[config.mk]
export PLATFORM = sky130hd
export DESIGN_NAME = spi_master_flat
export DESIGN_NICKNAME = d
export VERILOG_FILES = /design/src/rtl/spi_master_if.sv /design/src/rtl/spi_master.sv /design/src/flat_wrapper.sv
export SDC_FILE = /design/constraint.sdc
export NUM_CORES = 1
export LEC_CHECK = 0
export ABC_AREA = 1
export BUFFER_PORTS_ARGS = -buffer_cell sky130_fd_sc_hd__buf_2
export CORE_MARGIN = 1
export CORE_UTILIZATION = 61
export DETAILED_ROUTE_END_ITERATION = 8
export PLACE_DENSITY_LB_ADDON = 0.25
export SLEW_MARGIN = 20
export SYNTH_ARGS = -nofsm -noshare
export SYNTH_HDL_FRONTEND = slang
export SYNTH_SLANG_ARGS = --single-unit
[constraint.sdc]
create_clock -name clk -period 2.65 [get_ports clk]
set_input_delay 0.1325 -clock clk [delete_from_list [all_inputs] [get_ports clk]]
set_output_delay 0.1325 -clock clk [all_outputs]
set_load 0.05 [all_outputs]
[src/rtl/spi_master_if.sv]
// rtl/spi_master_if.sv - host request/response and SPI pin bundle for spi_master
interface spi_master_if;
  logic        start;
  logic        rw;
  logic [6:0]  addr;
  logic [15:0] wdata;
  logic        busy;
  logic        done;
  logic [15:0] rdata;
  logic        sclk;
  logic        csz;
  logic        sdi;
  logic        sdo;

  modport master (
    input  start, rw, addr, wdata, sdo,
    output busy, done, rdata, sclk, csz, sdi
  );

  modport slave (
    output start, rw, addr, wdata, sdo,
    input  busy, done, rdata, sclk, csz, sdi
  );
endinterface

[src/rtl/spi_master.sv]
// rtl/spi_master.sv - 24-bit SPI master: addr[6:0], rw, 16 data bits, MSB first
// sclk idles low; sdo is captured on the clk edge that raises sclk.
module spi_master #(
  parameter int CLK_DIV = 4,
  parameter int CS_GAP  = 4
) (
  input  logic         clk,
  input  logic         reset,
  spi_master_if.master bus
);

  typedef enum logic [1:0] {IDLE, SHIFT, CS_HOLD, GAP} state_t;

  localparam logic [7:0] DIV_LAST = 8'(CLK_DIV - 1);
  localparam logic [7:0] GAP_LAST = 8'(CS_GAP - 1);
  localparam logic [4:0] BIT_LAST = 5'd23;
  localparam logic [4:0] BIT_DATA = 5'd8;

  state_t      state_q, state_d;
  logic [7:0]  div_q, div_d;
  logic [4:0]  bit_q, bit_d;
  logic        phase_q, phase_d;
  logic [23:0] sreg_q, sreg_d;
  logic [15:0] cap_q, cap_d;
  logic [15:0] rdata_q, rdata_d;
  logic        rw_q, rw_d;
  logic        done_q, done_d;

  logic sclk_c, csz_c, sdi_c, busy_c, done_c;

  always_ff @(posedge clk) begin
    if (reset) begin
      state_q <= IDLE;
      div_q   <= '0;
      bit_q   <= '0;
      phase_q <= 1'b0;
      sreg_q  <= '0;
      cap_q   <= '0;
      rdata_q <= '0;
      rw_q    <= 1'b0;
      done_q  <= 1'b0;
    end else begin
      state_q <= state_d;
      div_q   <= div_d;
      bit_q   <= bit_d;
      phase_q <= phase_d;
      sreg_q  <= sreg_d;
      cap_q   <= cap_d;
      rdata_q <= rdata_d;
      rw_q    <= rw_d;
      done_q  <= done_d;
    end
  end

  always_comb begin
    state_d = state_q;
    div_d   = div_q;
    bit_d   = bit_q;
    phase_d = phase_q;
    sreg_d  = sreg_q;
    cap_d   = cap_q;
    rdata_d = rdata_q;
    rw_d    = rw_q;
    done_d  = 1'b0;
    sclk_c  = 1'b0;
    csz_c   = 1'b1;
    sdi_c   = 1'b1;
    busy_c  = 1'b0;
    done_c  = 1'b0;

    unique case (state_q)
      IDLE: begin
        // done_q marks the single IDLE cycle following GAP
        done_c = done_q;
        if (bus.start) begin
          state_d = SHIFT;
          sreg_d  = {bus.addr, bus.rw, bus.wdata};
          rw_d    = bus.rw;
          div_d   = '0;
          bit_d   = '0;
          phase_d = 1'b0;
        end
      end

      SHIFT: begin
        busy_c = 1'b1;
        csz_c  = 1'b0;
        sclk_c = phase_q;
        sdi_c  = sreg_q[23];
        if (div_q == DIV_LAST) begin
          div_d = '0;
          if (!phase_q) begin
            phase_d = 1'b1;
            if (bit_q >= BIT_DATA)
              cap_d = {cap_q[14:0], bus.sdo};
          end else begin
            // Next bit is presented on the same cycle sclk falls
            phase_d = 1'b0;
            if (bit_q == BIT_LAST) begin
              state_d = CS_HOLD;
              bit_d   = '0;
            end else begin
              bit_d  = bit_q + 5'd1;
              sreg_d = {sreg_q[22:0], 1'b0};
            end
          end
        end else begin
          div_d = div_q + 8'd1;
        end
      end

      CS_HOLD: begin
        busy_c = 1'b1;
        csz_c  = 1'b0;
        if (div_q == DIV_LAST) begin
          div_d   = '0;
          state_d = GAP;
        end else begin
          div_d = div_q + 8'd1;
        end
      end

      GAP: begin
        busy_c = 1'b1;
        if (div_q == GAP_LAST) begin
          div_d   = '0;
          state_d = IDLE;
          done_d  = 1'b1;
          if (rw_q)
            rdata_d = cap_q;
        end else begin
          div_d = div_q + 8'd1;
        end
      end

      default: begin
        state_d = IDLE;
      end
    endcase
  end

  assign bus.sclk  = sclk_c;
  assign bus.csz   = csz_c;
  assign bus.sdi   = sdi_c;
  assign bus.busy  = busy_c;
  assign bus.done  = done_c;
  assign bus.rdata = rdata_q;

endmodule
[src/flat_wrapper.sv]
// flat-port wrapper written by rule: the top's interface ports become plain ports
module spi_master_flat 
#(
  parameter int CLK_DIV = 4,
  parameter int CS_GAP  = 4
)
  (clk, reset, bus_start, bus_rw, bus_addr, bus_wdata, bus_sdo, bus_busy, bus_done, bus_rdata, bus_sclk, bus_csz, bus_sdi);
  spi_master_if bus_i ();
  input  logic clk;
  input  logic reset;
  input wire logic [$bits(bus_i.start)-1:0] bus_start;
  input wire logic [$bits(bus_i.rw)-1:0] bus_rw;
  input wire logic [$bits(bus_i.addr)-1:0] bus_addr;
  input wire logic [$bits(bus_i.wdata)-1:0] bus_wdata;
  input wire logic [$bits(bus_i.sdo)-1:0] bus_sdo;
  output wire logic [$bits(bus_i.busy)-1:0] bus_busy;
  output wire logic [$bits(bus_i.done)-1:0] bus_done;
  output wire logic [$bits(bus_i.rdata)-1:0] bus_rdata;
  output wire logic [$bits(bus_i.sclk)-1:0] bus_sclk;
  output wire logic [$bits(bus_i.csz)-1:0] bus_csz;
  output wire logic [$bits(bus_i.sdi)-1:0] bus_sdi;
  assign bus_i.start = bus_start;
  assign bus_i.rw = bus_rw;
  assign bus_i.addr = bus_addr;
  assign bus_i.wdata = bus_wdata;
  assign bus_i.sdo = bus_sdo;
  assign bus_busy = bus_i.busy;
  assign bus_done = bus_i.done;
  assign bus_rdata = bus_i.rdata;
  assign bus_sclk = bus_i.sclk;
  assign bus_csz = bus_i.csz;
  assign bus_sdi = bus_i.sdi;
  spi_master #(.CLK_DIV(CLK_DIV), .CS_GAP(CS_GAP)) u_core (.clk(clk), .reset(reset), .bus(bus_i));
endmodule
Word level (Yosys, flattened, before mapping)
Index checks and enable logic that the tools add are counted.
Operators by class
  add/subtract/negate cells: 2
  $lt $le $gt $ge: 1
  equality and inequality tests: 12
  multiplexer cells: 30
  bitwise logic cells: 2
  reductions and logical operators: 12
Operators by type and width (count)
  $mux 24: 4
  $pmux 24 s2: 1
  $mux 5: 4
  $mux 8: 2
  $pmux 8 s2: 1
  $mux 2: 6
  $ne 2x1->1 const B: 5
  $pmux 5 s2: 1
  $mux 1: 9
  $add 8x1->8 const B: 1
  $eq 8x2->1 const B: 1
  $pmux 2 s4: 1
  $reduce_and 4->1: 2
  $reduce_and 3->1: 2
  $reduce_and 6->1: 1
  $add 5x1->5 const B: 1
  $eq 5x5->1 const B: 1
  $ge 5x4->1 const B: 1
  $reduce_and 5->1: 1
  $eq 2x2->1 const B: 2
  $ne 2x2->1 const B: 2
  $reduce_or 2->1: 2
  $reduce_or 3->1: 1
  $eq 2x1->1 const B: 1
  5 further kinds: 6
Word-level totals
  register bits: 74
  bits of input ports: 28
  output and inout bits: 21
  word-level logic and storage cells: 68

Logic depth before layout (Yosys ltp)
Gate-level depths: netlist of run 1.
  depth after elaboration: 5
  depth in mapped cells: 11
  gate-level depth less buffers: 10

Least setup slack after synthesis of run 1
OpenSTA, ideal clock, no wires.
  kind: reg2reg
  start: register u_core.state_q[0]
  end: register u_core.sreg_q[10]
  arrival time: 1.493 ns
  data required time: 2.540 ns
  slack: 1.047 ns
  cell stages (with the launch flop): 11
  buffers on the path: 2
  period minus slack after synthesis: 1.603 ns
  cell sequence: dfxtp_1 -> inv_1 -> ha_1 -> nand2_2 -> nand2_2 -> nor2_4 -> buf_6 -> buf_6 -> nand4_1 -> nand2_1 -> nor2_2
Between the ends
  cells in the longest elaborated chain, start to end: 3
RTL lines
  start, declared: line spi_master.sv:19  | state_t state_q, state_d;
  start signal, assigned: line spi_master.sv:43  | state_q <= state_d;
  $eq 2x1->1 or $logic_not 2->1 (tied branches): line spi_master.sv:71  | unique case (state_q)
  $ne 2x2->1 (no line), or another cell as far along
  $reduce_and 5->1 (no line)
  end signal, assigned: line spi_master.sv:47  | sreg_q <= sreg_d;
  end, declared: line spi_master.sv:23  | logic [23:0] sreg_q, sreg_d;
Parallel ways exist; a longest one is shown, timed or not.
A chain may end at the register's enable or synchronous reset.

Final worst setup path of run 1
  start: register u_core.bit_q[0]
  end: register u_core.sreg_q[3]
Between the ends
  cells in the longest elaborated chain, start to end: 3
RTL lines
  start, declared: line spi_master.sv:21  | logic [4:0] bit_q, bit_d;
  start signal, assigned: line spi_master.sv:45  | bit_q <= bit_d;
  $eq 5x5->1: line spi_master.sv:99  | if (bit_q == BIT_LAST) begin
  $ne 2x2->1 (no line)
  $reduce_and 5->1 (no line)
Every way passes these cells.

==> out/qor_table.md, run 1 <==
| Stage | Item | This run |
|:---|:---|:---|
| timing | Worst-case clock skew | 14.1 ps |
| final layout | Fin nets | 617 |
| clock network | Register clock-pin slew on the reported worst setup and hold paths | 90 ps |
| yosys | Count of state elements after synthesis | 74 |
| yosys | Netlist cell types | 27 |
| timing | Max-slew violations | 0 |
| worst hold path | Min-delay src | bus_sdo |
| floorplan | Die Height | 81.0 um |
| outcome | Run status | finished, final reports clean |
| critical path | Setup CP Type | reg2reg |
| pwr | Peak VDD IR | 0.464 mV |
| critical path | Critical path startpoint | u_core.bit_q[0] |
| floorplan | Die Footprint | 0.00655 sq mm |
| clock network | Clk buf depth | 2 |
| timing | Headroom to the max-slew limit | 52.9% |
| yosys | Count of mapped cells out of synthesis | 546 |
| timing | Setup repair after global routing missed its margin | no |
| timing | Final period utilization | 79.2% |
| route | Routed length per instance | 12.7 um |
| timing | Hold violation count in the final report | 0 |
| clock network | Clock tree from TritonCTS | yes |
| placement | HPWL after detailed placement | 5470 um |
| route | DRC violation count after routing | 0 |
| route | Count of TritonRoute iterations in the first routing pass | 5 |
| route | Via density per instance | 5.32 |
| placement | Routability Congestion | 0.822 |
| global route | Antenna violations before repair | 0 |
| clock network | Post-CTS Repair Setup Buffers | 0 |
| route | Antenna violation net count after detailed routing | 0 |
| timing | Crit path time final | 2100 ps |
| critical path | Critical path endpoint category | flip-flop |
| final layout | Final cell count without fillers | 661 |
| global route | Overflow left after global routing | 0 |
| clock network | Clock latency of the later-clocked register in the worst-skew pair | 350 ps |
| route | Vias | 3517 |
| final layout | Commonest non-fill, non-tap cell in the layout | sky130_fd_sc_hd__nand2_1 |
| placement | Input/output buffers | 48 |
| clock network | # hold bufs at CTS | 0 |
| final layout | Most frequent cells in the layout | 128 x sky130_fd_sc_hd__nand2_1, 75 x sky130_fd_sc_hd__nor2_1, 74 x sky130_fd_sc_hd__dfxtp_1, 68 x sky130_fd_sc_hd__inv_1, 48 x sky130_fd_sc_hd__buf_2 |
| pwr | Leakage power figure | 1.95 nW |
| clock network | Number of levels the H-tree was split into | 3 |
| route | Routed WL | 8370 um |
| yosys | Post-synthesis cell area | 0.00380 sq mm |
| clock network | Master cell of the clock root buffer | sky130_fd_sc_hd__clkbuf_8 |
| yosys | Count of synthesis-stage warnings from yosys | 0 |
| critical path | Worst flop-to-flop path startpoint | u_core.bit_q[0] |
| route | Iter 0 DRT Violations | 158 |
| floorplan | Top-level I/O count | 49 |
| final layout | Inserted Diodes | 0 |
| yosys | Avg Inst Size Synth | 6.96 sq um |
| pwr | Pwr Total | 3.89 mW |
| flow run | Count of max-cap constraint violations | 0 |
| clock network | Quantity of gates resized following cts | 0 |
| global route | Vias in the first global route | 3146 |
| floorplan | Floorplan core area | 0.00596 sq mm |
| timing | Worst Max-Slew Pin Slew | 706 ps |
| yosys | Post-Syn Nets | 582 |
| critical path | Startpoint types | flip-flop |
| yosys | Share of synthesized area occupied by flip-flops and latches | 39.0% |
| global route | Largest net degree at the start of global routing | 39 |
| critical path | Worst endpoint data arrival time | 2350 ps |
| timing | Final number of setup-violating endpoints | 0 |
| clock network | Number of buffers added by the clock tree synthesis step | 9 |
| critical path | Data required time of the critical path | 2900 ps |
| floorplan | Effective utilization at floorplan | 63.8% |
| placement | Post-Place Cells | 645 |
| final layout | Fraction of layout cells with a size suffix above 1 | 17.2% |
| pwr | Power per Cell Area | 923 mW/mm^2 |
| global route | Wire length of the first global-routing pass | 13500 um |
| floorplan | Die outline width | 81.0 um |
| timing | Maximum achievable frequency | 476 MHz |
| floorplan | # rows | 28 |
| timing | Setup TNS after final layout | 0 ps |
| clock network | CTS sink cnt | 74 |
| global route | All-Layer GR Usage | 26.5% |
| final layout | Synth-to-layout area growth | 10.8% |
| worst hold path | Hold/Removal Path Class | in2reg |
| critical path | Largest driver fanout on the critical path | 25 |
[area by class of cell]
class | count | area [sq um]
Timing Repair Buffer | 55 | 305
Fill cell | 523 | 1740
Multi-Input combinational cell | 367 | 1850
Clock buffer | 9 | 124
Tap cell | 75 | 93.8
Clock inverter | 7 | 82.6
Inverter | 74 | 279
Sequential cell | 74 | 1480
[final timing paths]
path | end | slack, ps | cells past startpoint
setup / recovery | u_core.sreg_q[3] | 550 | 8
hold / removal | u_core.cap_q[0] | 50 | 3
setup reg to reg | u_core.sreg_q[3] | 550 | 8
hold reg to reg | u_core.bus.rdata[15] | 460 | 2
[sequential cells by signal, indices dropped and copies added (netlist names)]
signal / cells
u_core.phase_q: 1
u_core.done_q: 1
u_core.cap_q: 16
u_core.bus.rdata: 16
u_core.sreg_q: 24
u_core.div_q: 8
u_core.bit_q: 5
u_core.rw_q: 1
u_core.state_q: 2
[routing by layer]
| layer | wire (um) | share of wire, % | global-route usage (%) |
|---|---|---|---|
| met5 | 0 | 0 | 0 |
| met4 | 159 | 1.9 | 10.5 |
| met3 | 383 | 4.6 | 6.07 |
| met2 | 4040 | 48 | 44.5 |
| met1 | 3780 | 45 | 32.9 |
[kinds of logic (layout without fill, tap and decap cells)]
group | Yosys count | count (layout) | share of synthesized area, %
AOI/OAI and AO/OA | 69 | 69 | 10.8
xor gates and xnor gates | 5 | 5 | 1.15
adders and majority gates | 8 | 8 | 2.63
buffers and inverters | 105 | 145 | 12.5
DFF | 74 | 74 | 39.0
and+or+nand+nor | 285 | 285 | 34.0
[critical path, stage by stage, from the launching register on]
cell	delay, ps
sky130_fd_sc_hd__dfxtp_1	400
sky130_fd_sc_hd__ha_1	250
sky130_fd_sc_hd__nand2_1	90
sky130_fd_sc_hd__inv_1	130
sky130_fd_sc_hd__nand3_2	430
sky130_fd_sc_hd__nand3_4	460
sky130_fd_sc_hd__nand2_1	100
sky130_fd_sc_hd__inv_1	80
sky130_fd_sc_hd__nor2_1	60
[where the power goes]
part / internal, mW / switching, mW / total, mW
sequential: 1.27 / 0.0724 / 1.34
clock: 0.451 / 0.468 / 0.919
combinational: 0.534 / 1.09 / 1.63
[cells in the mapped netlist]
master	number	share of area (%)
sky130_fd_sc_hd__inv_2	4	0.39
sky130_fd_sc_hd__nor2_4	2	0.59
sky130_fd_sc_hd__nor2_1	75	7.4
sky130_fd_sc_hd__buf_6	8	2.4
sky130_fd_sc_hd__inv_1	68	6.7
sky130_fd_sc_hd__ha_1	8	2.6
sky130_fd_sc_hd__nand3_2	1	0.26
sky130_fd_sc_hd__o21ai_0	19	2.5
sky130_fd_sc_hd__nor2_2	11	1.8
sky130_fd_sc_hd__nand3_4	2	0.92
sky130_fd_sc_hd__o21a_1	23	4.5
sky130_fd_sc_hd__buf_2	9	1.2
sky130_fd_sc_hd__nand3b_1	1	0.20
sky130_fd_sc_hd__nand2_2	7	1.2
sky130_fd_sc_hd__clkinv_2	1	0.13
sky130_fd_sc_hd__nand3_1	12	1.6
sky130_fd_sc_hd__xnor2_1	1	0.23
sky130_fd_sc_hd__clkbuf_1	12	1.2
sky130_fd_sc_hd__nor3_1	4	0.53
sky130_fd_sc_hd__nand2_1	128	13
sky130_fd_sc_hd__dfxtp_1	74	39
sky130_fd_sc_hd__a21oi_2	2	0.46
sky130_fd_sc_hd__xor2_1	4	0.92
sky130_fd_sc_hd__a21oi_1	25	3.3
sky130_fd_sc_hd__nand4_1	42	6.9
sky130_fd_sc_hd__clkinv_1	1	0.099
sky130_fd_sc_hd__buf_4	2	0.39
[through the flow]
| stage | worst slack [ps] | util, % | hold WS, ps | instance area [sq um] |
|---|---|---|---|---|
| 2_1_floorplan | 1050 | - | 284 | 3800 |
| 3_3_place_gp | 680 | 67.3 | 396 | 4010 |
| 3_5_place_dp | 615 | 67.3 | 414 | 4010 |
| 4_1_cts | 583 | 70.7 | 47.2 | 4210 |
| 5_1_grt | 410 | 70.7 | 55.9 | 4210 |
| 6_report | 550 | 70.7 | 52.8 | 4210 |
Power figures use the tool's default switching activity.
==> inputs of run 2 (changes only) <==
--- a/config.mk
+++ b/config.mk
@@ -8,7 +8,7 @@
 export ABC_AREA = 1
 export BUFFER_PORTS_ARGS = -buffer_cell sky130_fd_sc_hd__buf_2
 export CORE_MARGIN = 1
-export CORE_UTILIZATION = 61
+export CORE_UTILIZATION = 52
 export DETAILED_ROUTE_END_ITERATION = 8
 export PLACE_DENSITY_LB_ADDON = 0.25
 export SLEW_MARGIN = 20
==> constraint.sdc (replaced) <==
create_clock -name clk -period 1.8 [get_ports clk]
set_input_delay 0.09 -clock clk [delete_from_list [all_inputs] [get_ports clk]]
set_output_delay 0.09 -clock clk [all_outputs]
set_load 0.05 [all_outputs]
==> run 2 against run 1 <==
Final cell count is 5.0% higher. Final area is 3.9% higher. Count of clock-buffer cells in the layout is 3 higher. Critical path depth is 2 higher. Total power is 48% higher. Sequential share of layout area is 1.3 points lower. Clock skew is 9.3 ps lower. Sequential power is 46% higher. Utilization is 7.7 points lower. Highest routed layer unchanged.
==> out/qor_table.md, run 2 (synthesis gave the netlist of run 1 again) <==
| Stage | Item | This run | vs previous |
|:---|:---|:---|:---|
| outcome | Run status | finished, final reports clean |  |
| final layout | Most frequent cells in the layout | 128 x sky130_fd_sc_hd__nand2_1, 74 x sky130_fd_sc_hd__nor2_1, 72 x sky130_fd_sc_hd__dfxtp_1, 68 x sky130_fd_sc_hd__inv_1, 48 x sky130_fd_sc_hd__buf_2 |  |
| clock network | Number of levels the H-tree was split into | 3 | unchanged |
| route | Uppermost layer routed | met4 |  |
| critical path | Largest driver fanout on the critical path | 12 | -52% |
| timing | Headroom to the max-slew limit | 74.9% | +22 points |
| critical path | Critical path endpoint category | flip-flop |  |
| critical path | Worst endpoint data arrival time | 1970 ps | -380 ps |
| final layout | Commonest non-fill, non-tap cell in the layout | sky130_fd_sc_hd__nand2_1 |  |
| final layout | Synth-to-layout area growth | 15.1% |  |
| pwr | Peak VDD IR | 0.691 mV | +49% |
| global route | Vias in the first global route | 3163 | +0.54% |
| clock network | CTS sink cnt | 74 | unchanged |
| route | Vias | 3472 | -1.3% |
| floorplan | Top-level I/O count | 49 | unchanged |
| clock network | Number of buffers added by the clock tree synthesis step | 9 | unchanged |
| timing | Maximum achievable frequency | 596 MHz | +25% |
| route | Wl on met1 | 3840 um | +1.5% |
| critical path | Critical-path cell with the highest stage delay | sky130_fd_sc_hd__dfxtp_2 |  |
| placement | HPWL after detailed placement | 5300 um | -3.2% |
| timing | Worst Max-Slew Pin Slew | 376 ps | -331 ps |
| timing | Hold violation count in the final report | 0 | unchanged |
| route | Routed WL | 8170 um | -2.4% |
| final layout | Inserted Diodes | 0 | unchanged |
| timing | Max-slew violations | 0 | unchanged |
| pwr | Power per Cell Area | 1320 mW/mm^2 | +43% |
| final layout | Largest Register | u_core.sreg_q |  |
| route | Antenna violation net count after detailed routing | 0 | unchanged |
| route | Iter 0 DRT Violations | 261 | +65% |
| route | Routed length per instance | 11.8 um | -7.0% |
| clock network | Clock latency of the later-clocked register in the worst-skew pair | 340 ps | about the same |
| global route | Overflow left after global routing | 0 | unchanged |
| placement | Routability Congestion | 0.834 | +1.4% |
| timing | Final period utilization | 93.2% | +14 points |
| placement | Input/output buffers | 48 | unchanged |
| critical path | Setup CP Type | reg2reg |  |
| clock network | Master cell of the clock root buffer | sky130_fd_sc_hd__clkbuf_8 |  |
| timing | Worst-case clock skew | 4.88 ps | -9.26 ps |
| global route | All-Layer GR Usage | 22.7% | -3.8 points |
| floorplan | # rows | 30 | +7.1% |
| timing | Final number of setup-violating endpoints | 0 | unchanged |
| critical path | Data required time of the critical path | 2090 ps | -810 ps |
| timing | Crit path time final | 1680 ps | -422 ps |
| route | Met2 wire length | 3860 um | -4.5% |
| floorplan | Die outline width | 87.5 um | +8.1% |
| global route | Wire length of the first global-routing pass | 13700 um | +1.0% |
| route | Count of TritonRoute iterations in the first routing pass | 5 | unchanged |
| route | Metal3 WL | 351 um | -8.4% |
| clock network | Clk buf depth | 2 | unchanged |
| clock network | Register clock-pin slew on the reported worst setup and hold paths | 70 ps | -20 ps |
| flow run | Count of max-cap constraint violations | 0 | unchanged |
| critical path | Startpoint types | flip-flop |  |
| final layout | Final cell count without fillers | 694 | +5.0% |
| final layout | Fraction of layout cells with a size suffix above 1 | 19.4% | +2.2 points |
| floorplan | Effective utilization at floorplan | 54.8% | -9.1 points |
| global route | Antenna violations before repair | 0 | unchanged |
| final layout | Fin nets | 629 | +1.9% |
| floorplan | Floorplan core area | 0.00694 sq mm | +17% |
| floorplan | Die Footprint | 0.00766 sq mm | +17% |
| pwr | Leakage power figure | 2.02 nW | +3.3% |
| critical path | Cell-by-cell listing of the critical path | inv_1 -> ha_2 -> nand2_2 -> nand2_2 -> nor2_4 -> buf_4 -> nand3_4 -> nand2_1 -> inv_1 -> nor2_2 |  |
| route | Via density per instance | 5.00 | -6.0% |
| placement | Placed Instance Area | 0.00413 sq mm | +3.1% |
| final layout | Max FFs per register | 24 | unchanged |
| route | DRC violation count after routing | 0 | unchanged |
| floorplan | Die Height | 87.5 um | +8.1% |
| critical path | CP peak stage delay | 360 ps | -100 ps |
| final layout | Final instance area | 0.00438 sq mm | +3.9% |
| global route | Largest net degree at the start of global routing | 39 | unchanged |
| placement | Post-Place Cells | 674 | +4.5% |
| clock network | Clock tree from TritonCTS | yes |  |
| worst hold path | Hold/Removal Path Class | in2reg |  |
## run 2: area by class of cell
class | instances | area, sq um
Sequential cell | 74 | 1480
Multi-Input combinational cell | 368 | 1880
Clock inverter | 4 | 26.3
Clock buffer | 12 | 155
Timing Repair Buffer | 66 | 432
Tap cell | 96 | 120
Fill cell | 631 | 2570
Inverter | 74 | 283
## run 2: power by group
group	internal [mW]	switching, mW
combinational	0.966	1.65
sequential	1.88	0.0832
clock	0.574	0.613
## run 2: stage by stage
stage	utilization (%)	total power [mW]	setup slack, ps	TNS (ps)	hold WS, ps
3_5_place_dp	59.5	4.47	39.2	0	365
4_1_cts	62.2	5.67	30.4	0	16.8
2_1_floorplan	-	4.05	197	0	242
5_1_grt	63.0	6.25	-22.6	-142	29.4
6_report	63.0	5.76	122	0	35.8
3_3_place_gp	59.5	4.41	88.1	0	364
## run 2: timing repair
action,CTS,global route
resized for setup,0,10
hold endpoints to repair,1,0
setup buffers,0,2
hold buffers,1,0
endpoints found under the setup margin,0,62
## run 2: final timing paths
kind	from	end	slack, ps	cells after the start
max	u_core.state_q[1]	u_core.sreg_q[6]	120	10
min	bus_rw	u_core.rw_q	40	3
max reg2reg	u_core.state_q[1]	u_core.sreg_q[6]	120	10
min reg2reg	u_core.bus.rdata[12]	u_core.bus.rdata[12]	460	2
## run 2: worst max-delay path: cells and delay by family (launching register included)
family	cells	cell delay (ps)
adder cells (fa/ha/maj)	1	250
buffers and inverters	3	280
flip-flops	1	360
AND/OR/NAND/NOR	6	710
## run 2: routing by layer
layer  vias to the layer above  global-route usage [%]
met5                         -                       0
met4                         0                    7.60
met3                        12                    5.97
li1                       1821                       -
met2                        81                    38.6
met1                      1558                    27.9
==> inputs of run 3 (changes only) <==
==> constraint.sdc (replaced) <==
create_clock -name clk -period 1.8 [get_ports clk]
set_input_delay 0.36 -clock clk [delete_from_list [all_inputs] [get_ports clk]]
set_output_delay 0.36 -clock clk [all_outputs]
set_load 0.05 [all_outputs]
==> run 3 against run 2 <==
Critical path depth fell by 6. Fmax fell by 4.2%. Count of clock-buffer cells in the layout up 1. Final area grew 2.4%. Highest routed layer unchanged.
==> out/qor_table.md, run 3 (synthesis gave the netlist of run 1 again) <==
| Stage | Item | This run | vs previous |
|:---|:---|:---|:---|
| outcome | Run status | finished, final reports clean |  |
| clock network | Clock latency of the later-clocked register in the worst-skew pair | 350 ps | about the same |
| route | Via density per instance | 5.10 | +1.9% |
| route | Routed length per instance | 12.3 um | +4.2% |
| route | Count of TritonRoute iterations in the first routing pass | 5 | unchanged |
| timing | Crit path time final | 1750 ps | +72.7 ps |
| clock network | Number of buffers added by the clock tree synthesis step | 9 | unchanged |
| critical path | Critical path startpoint | u_core.state_q[0] |  |
| floorplan | Effective utilization at floorplan | 54.8% | unchanged |
| flow run | Count of max-cap constraint violations | 0 | unchanged |
| critical path | Critical path endpoint category | primary output |  |
| final layout | Fraction of layout cells with a size suffix above 1 | 19.0% | -0.41 points |
| final layout | Post-layout utilization of the core | 64.5% | +1.5 points |
| timing | Worst Max-Slew Pin Slew | 406 ps | +30.2 ps |
| final layout | Most frequent cells in the layout | 128 x sky130_fd_sc_hd__nand2_1, 75 x sky130_fd_sc_hd__nor2_1, 73 x sky130_fd_sc_hd__dfxtp_1, 67 x sky130_fd_sc_hd__inv_1, 44 x sky130_fd_sc_hd__buf_2 |  |
| critical path | Worst endpoint data arrival time | 1390 ps | -580 ps |
| critical path | Worst reg-to-reg setup slack | 150 ps | +30 ps |
| timing | Maximum achievable frequency | 571 MHz | -4.2% |
| pwr | Peak VDD IR | 0.713 mV | +3.2% |
| placement | Placed Instance Area | 0.00413 sq mm | about the same |
| critical path | Startpoint types | flip-flop |  |
| timing | Minimum hold slack | 277 ps | +241 ps |
| timing | Worst-case clock skew | 12.1 ps | +7.26 ps |
| clock network | Number of levels the H-tree was split into | 3 | unchanged |
| worst hold path | Hold/Removal Path Class | in2reg |  |
| route | DRC violation count after routing | 0 | unchanged |
| global route | Vias in the first global route | 3262 | +3.1% |
| critical path | Critical path capture point | bus_csz |  |
| global route | Wire length of the first global-routing pass | 13800 um | +0.61% |
| final layout | Fin nets | 626 | -0.48% |
| global route | Largest net degree at the start of global routing | 46 | +18% |
| placement | HPWL after detailed placement | 5310 um | +0.22% |
| critical path | Largest driver fanout on the critical path | 4 | -8 |
| placement | Post-Place Cells | 672 | -0.30% |
| global route | Antenna violations before repair | 0 | unchanged |
| clock network | Clk buf depth | 2 | unchanged |
| critical path | Worst flop-to-flop path startpoint | u_core.div_q[1] |  |
| route | Vias | 3521 | +1.4% |
| critical path | Data required time of the critical path | 1440 ps | -650 ps |
| critical path | Setup CP Type | reg2out |  |
| timing | Final period utilization | 97.3% | +4.0 points |
| timing | Headroom to the max-slew limit | 72.8% | -2.0 points |
| final layout | Largest Register | u_core.sreg_q |  |
| floorplan | # rows | 30 | unchanged |
| clock network | Clock tree from TritonCTS | yes |  |
| floorplan | Die Footprint | 0.00766 sq mm | unchanged |
| final layout | Filler instances | 618 | -2.1% |
| timing | Max-slew violations | 0 | unchanged |
| clock network | Master cell of the clock root buffer | sky130_fd_sc_hd__clkbuf_8 |  |
| clock network | Register clock-pin slew on the reported worst setup and hold paths | 80 ps | about the same |
| final layout | Max FFs per register | 24 | unchanged |
| timing | Final number of setup-violating endpoints | 0 | unchanged |
| final layout | Final instance area | 0.00448 sq mm | +2.4% |
| placement | Input/output buffers | 48 | unchanged |
| pwr | Power per Cell Area | 1400 mW/mm^2 | +6.7% |
| route | Routed WL | 8470 um | +3.7% |
| final layout | Final cell count without fillers | 691 | -0.43% |
| pwr | Leakage power figure | 2.07 nW | +2.6% |
| floorplan | Floorplan core area | 0.00694 sq mm | unchanged |
| global route | All-Layer GR Usage | 22.7% | unchanged |
| global route | Overflow left after global routing | 0 | unchanged |
| critical path | Capture point of the worst reg-to-reg path | u_core.bus.rdata[15] |  |
| floorplan | Top-level I/O count | 49 | unchanged |
| floorplan | Die Height | 87.5 um | unchanged |
| route | Iter 0 DRT Violations | 167 | -36% |
| clock network | CTS sink cnt | 74 | unchanged |
| timing | Hold violation count in the final report | 0 | unchanged |
| final layout | Inserted Diodes | 0 | unchanged |
| critical path | Depth of the worst register-to-register path | 7 | -3 |
| placement | Routability Congestion | 0.834 | about the same |
| floorplan | Die outline width | 87.5 um | unchanged |
| route | Antenna violation net count after detailed routing | 0 | unchanged |
| final layout | Synth-to-layout area growth | 17.9% |  |
| final layout | Commonest non-fill, non-tap cell in the layout | sky130_fd_sc_hd__nand2_1 |  |
==> run 3: worst min-delay path by stage <==
| stage | start | to | slack [ps] | cells past startpoint |
|---|---|---|---|---|
| floorplan | u_core.div_q[7] | u_core.div_q[7] | 450 | 2 |
| global placement | u_core.bus.rdata[15] | u_core.bus.rdata[15] | 450 | 2 |
| detailed placement | u_core.bus.rdata[12] | u_core.bus.rdata[12] | 450 | 2 |
| CTS | bus_sdo | u_core.cap_q[0] | 260 | 3 |
| global route | bus_rw | u_core.rw_q | 300 | 3 |
| finish | bus_sdo | u_core.cap_q[0] | 280 | 3 |
==> run 3: metrics by stage <==
step | power (mW) | TNS (ps) | worst slack [ps]
2_1_floorplan | 4.05 | 0 | 197
3_3_place_gp | 4.42 | 0 | 66.8
3_5_place_dp | 4.49 | -7.34 | -7.34
4_1_cts | 6.03 | -12.6 | -12.6
5_1_grt | 6.74 | -6.16 | -3.22
6_report | 6.30 | 0 | 49.5
==> run 3: report_power, final <==
| part | internal (mW) | switching [mW] | leakage, nW |
|---|---|---|---|
| Sequential | 1.88 | 0.0884 | 0.603 |
| Combinational | 1.09 | 1.72 | 1.35 |
| Clock | 0.901 | 0.622 | 0.120 |
| Total | 3.87 | 2.43 | 2.07 |
==> run 3: layer usage <==
metal  track usage, %  vias to the layer above  part of all wire, %
li1                 -                     1814                    -
met1             26.8                     1613                   45
met2             40.6                       80                   49
met3             3.70                       14                  4.6
met4             9.84                        0                  1.5
met5                0                        -                    0
==> run 3: final cells by class <==
| class | instances | area (sq um) | area share [%] |
|---|---|---|---|
| well taps | 96 | 120 | 2.68 |
| multi-input cells | 368 | 1900 | 42.4 |
| inverters | 74 | 280 | 6.25 |
| clock buffers | 13 | 169 | 3.77 |
| flip-flops and latches | 74 | 1490 | 33.1 |
| clock inverters | 3 | 68.8 | 1.54 |
| repair buffers | 63 | 459 | 10.2 |
==> run 3: critical path: stages, from the launching register on <==
cell	delay (ps)
sky130_fd_sc_hd__dfxtp_4	380
sky130_fd_sc_hd__inv_1	100
sky130_fd_sc_hd__ha_1	300
sky130_fd_sc_hd__inv_1	100
sky130_fd_sc_hd__buf_6	160
==> run 3: repair_timing <==
item	4_1_cts	5_1_grt
gates cloned	0	2
gates resized for setup	5	12
buffers inserted	0	1
pin swaps	0	3
endpoints found under the setup margin	26	49
hold buffers	0	0
